<file path="src/rtl/register_bank_pkg.sv">
// Shared register-file types and sizes; imported by decode, write-back and the bank itself.
package register_bank_pkg;

  localparam int RB_DATA_WIDTH = 32;
  localparam int RB_ADDR_WIDTH = 5;
  localparam int RB_DEPTH      = 32;

  typedef logic [RB_ADDR_WIDTH-1:0] rb_addr_t;
  typedef logic [RB_DATA_WIDTH-1:0] rb_data_t;

endpackage

</file>
<file path="src/rtl/register_bank.sv">
// 32 x 32-bit register bank: two combinational read ports, one synchronous write port.
// Register 0 is an ordinary register; reads have no write-through bypass.
module register_bank
  import register_bank_pkg::*;
#(
  parameter int DATA_WIDTH = RB_DATA_WIDTH,
  parameter int ADDR_WIDTH = RB_ADDR_WIDTH
) (
  input  logic                  clk,
  input  logic                  rst,
  input  logic                  regWrite,
  input  logic [ADDR_WIDTH-1:0] readReg1,
  input  logic [ADDR_WIDTH-1:0] readReg2,
  input  logic [ADDR_WIDTH-1:0] writeReg,
  input  logic [DATA_WIDTH-1:0] writeData,
  output logic [DATA_WIDTH-1:0] readData1,
  output logic [DATA_WIDTH-1:0] readData2
);

  localparam int DEPTH = 2 ** ADDR_WIDTH;

  // Name is fixed: benches preload it by hierarchical reference.
  logic [DATA_WIDTH-1:0] bank [DEPTH];

  // Reset wins over a coincident write; writeReg/writeData are only looked at
  // when regWrite is high, so unknowns on them cannot disturb the array.
  always_ff @(posedge clk) begin
    if (rst) begin
      for (int i = 0; i < DEPTH; i++) begin
        bank[i] <= '0;
      end
    end else if (regWrite) begin
      bank[writeReg] <= writeData;
    end
  end

  assign readData1 = bank[readReg1];
  assign readData2 = bank[readReg2];

endmodule

</file>
<file path="config.mk">
export PLATFORM = sky130hd
export DESIGN_NAME = register_bank
export DESIGN_NICKNAME = d
export VERILOG_FILES = /design/src/rtl/register_bank_pkg.sv /design/src/rtl/register_bank.sv
export SDC_FILE = /design/constraint.sdc
export NUM_CORES = 2
export LEC_CHECK = 0
export CAP_MARGIN = 15
export CORE_UTILIZATION = 55
export CTS_BUF_LIST = sky130_fd_sc_hd__clkbuf_8 sky130_fd_sc_hd__clkbuf_16
export DETAILED_ROUTE_END_ITERATION = 6
export HOLD_SLACK_MARGIN = 0.12
export PLACE_DENSITY_LB_ADDON = 0.12
export SYNTH_ARGS = -nofsm -noshare
export SYNTH_HDL_FRONTEND = slang
export SYNTH_SLANG_ARGS = --single-unit
</file>
<file path="constraint.sdc">
create_clock -name clk -period 7 [get_ports clk]
set_clock_uncertainty 0.1 [all_clocks]
set_input_delay 1.75 -clock clk [delete_from_list [all_inputs] [get_ports clk]]
set_output_delay 1.75 -clock clk [all_outputs]
set_load 0.02 [all_outputs]
</file>
==> reports/results.txt <==
Post-cts resize count - 0
Syn nets - 4690
Max Slew Vio Count - 0
Ranking of synthesized cells by area - edfxtp_1 (54%), mux2i_1 (18%), and2_1 (11%)
Clock power share - 38.0%
WL final - 194000 um
Synth-to-layout area growth - 10.5%
Top Layer Used - met5
Total gr overflow - 0
Largest net degree at the start of global routing - 69
Input/output buffers - 113
Asr flop ratio synth - 0%
Pwr per Cell Area - 237 nW/um2
WL met3 - 19100 um
Synth Flop Type - edfxtp_1
Largest register FFs - 1024
Multi-input gate area - 23500 um2
Post-route DRC - 0
CP cell instances - clkdlybuf4s50_1 -> nor2b_4 -> buf_12 -> buf_4 -> a22o_1 -> nor3_1 -> a31oi_1 -> nand3_1 -> clkdlybuf4s50_1
Hold Fails Final Rpt - 0
Slowest cell on the critical path - clkdlybuf4s50_1
Reg area - 30700 um2
Vias in the first global route - 38.9k
Worst setup SP type - primary input
Via count - 39.6k
Combinational family with the most area after synthesis - multiplexers
Number of DRC markers in iteration 0 - 4733
CP max stage delay - 710 ps
Top cell by count, worst path - clkdlybuf4s50_1
DPL Wire Length - 111000 um
Die Wd - 322 um
Post-CTS Hold Fix Bufs - 0
Net switching power - 3850 uW
Count of flip-flops with a built-in enable after synthesis - 1024
Synth cell types - 31
RSZ-0062 raised after global routing - false
Total Neg Setup Slack - 0 ps
Synth cell count leaders - and2_1 (1026), edfxtp_1 (1024), mux2i_1 (1024), nand2_1 (195), nand3_1 (193)
Share of cells above drive strength 1 - 8.78%
Largest Register - bank
Comb pwr share - 13.0%
TritonCTS clock tree - done
Most common cell in the netlist - and2_1
Synth area leader - edfxtp_1
Worst Setup End Kind - output port
Adder-cell share of the synthesized area - 0%
Drt first pass iters - 6
Io pins - 114
CTS Buf Count - 110
Die Span Y - 322 um
Post-synthesis simple-gate area fraction - 16.1%
Starting density of the core - 55.5%
Layout net count - 4648
Arrival time worst endpoint - 4840 ps
Core box area - 102000 um2
Status - completed
Worst slew margin - 17.8%
Clock Sinks - 1024
Tot Pwr - 14800 uW
Gr usage total - 37.1%
Maximum vdd drop - 0.000193 V
Switching share of power - 26.0%
Synth Area in Compound Gates - 6.95%
Peak Freq - 149 MHz
GPL Wtd Cong - 0.878
Root Buffer - clkbuf_16
Max-cap violations - 0
Hold Path Class - in -> reg
Sequential share of power - 49.0%
CP Class - in -> out
Via-to-Cell Ratio - 6.54
Top flop regs - bank: 1024 flops
Wire length on met1 - 74100 um
Final worst path period share - 95.6%
Setup Viol. Count Final - 0
# Post-CTS Setup Buffers - 0
Synthesized area per cell - 12.2 um2
Min cycle time layout - 6690 ps
Wire per inst - 32.0 um
Mux share of post-synthesis cell area - 18.2%
Leakage Power - 0.0245 uW
Mapped cell area - 56500 um2
Clock Pin Slew Worst Setup and Hold Paths - 60 ps
Routed Antenna Nets - 0
FP Rows - 117
Sequential-to-total area share from yosys stat - 54.5%
Critical path fanouts, max - 42
Internal Pwr Total - 10900 uW
Share of the synthesized area in the top cell type - 54.5%
Synth Area in XOR/XNOR - 0%
Cell count after synthesis - 4640
Warnings, synthesis - 0
Worst Tran Pin Value - 1230 ps
Yosys reg bits - 1024
Initial antenna violation count - 12
Critical Path RT - 5150 ps
# H-tree levels - 3
First-pass GRT wire length - 274000 um
FILL cells - 7933
Die area - 104000 um2
Clk buf depth - 3
Met2 Wirelength - 90500 um
[placed cells by master, fill, tap and decap left out, types with 3 or more instances in the layout]
master,count
nor3_1,64
a22oi_1,192
nor2_8,4
buf_4,134
clkdlybuf4s50_1,110
and2_1,1024
nand3_1,193
nand2_2,3
nand2_1,193
a21oi_1,192
buf_12,45
bufinv_16,9
edfxtp_1,1024
clkinv_1,33
nor2b_4,4
diode_2,11
inv_1,22
nand3b_1,3
clkinv_2,18
nand2b_2,4
a31oi_1,64
or2_2,34
mux2i_1,1024
a22o_1,128
nor2_4,29
clkbuf_16,111
[worst paths after layout]
path                      start            to  depth (start not counted)
setup / recovery    readReg1[2]  readData1[4]                          9
hold / removal    writeData[14]   bank[4][14]                          3
[kinds of logic after synthesis]
family                 count (synthesis)
AND/OR/NAND/NOR                     1568
multiplexers                        1024
flip-flops                          1024
AO/OA/AOI/OAI                        576
buffers and inverters                448
[critical path, delay by kind of cell]
family                 cells  cell delay [ps]
buffers and inverters      4             2000
AND/OR/NAND/NOR            3              580
AO/OA/AOI/OAI              2              500
[power groups by stage]
stage | clock network (uW) | registers, uW | logic [uW]
after floorplan | 0 | 7320 | 1130
after global placement | 0 | 7350 | 1860
after detailed placement | 0 | 7370 | 1870
after CTS | 5610 | 7240 | 1870
after global routing | 5830 | 7280 | 1990
final | 5610 | 7250 | 1920
[layout make-up]
cell class / count / share of cell area, %
clock buffers: 111 / 4.45
multi-input cells: 3168 / 37.6
diodes: 11 / 0.0441
clock inverters: 85 / 0.946
well taps: 1368 / 2.74
repair buffers: 294 / 4.96
flip-flops and latches: 1024 / 49.3
[metrics by stage]
step	worst slack, ps	instances	utilization (%)	instance area (um2)	hold WS, ps
2_1_floorplan	2200	4640	-	56500	1850
4_1_cts	444	6046	61.2	62300	2110
3_5_place_dp	452	5850	57.9	58900	2860
6_report	308	6061	61.4	62400	1940
5_1_grt	307	6053	61.3	62400	1940
3_3_place_gp	468	5850	57.9	58900	2850
[metal layers]
metal	vias to the layer above	track usage, %
li1	16879	-
met1	19935	47.6
met2	2289	59.9
met3	524	7.28
met4	2	19.1
met5	-	0
No activity file was read; power rests on OpenSTA's default activity.
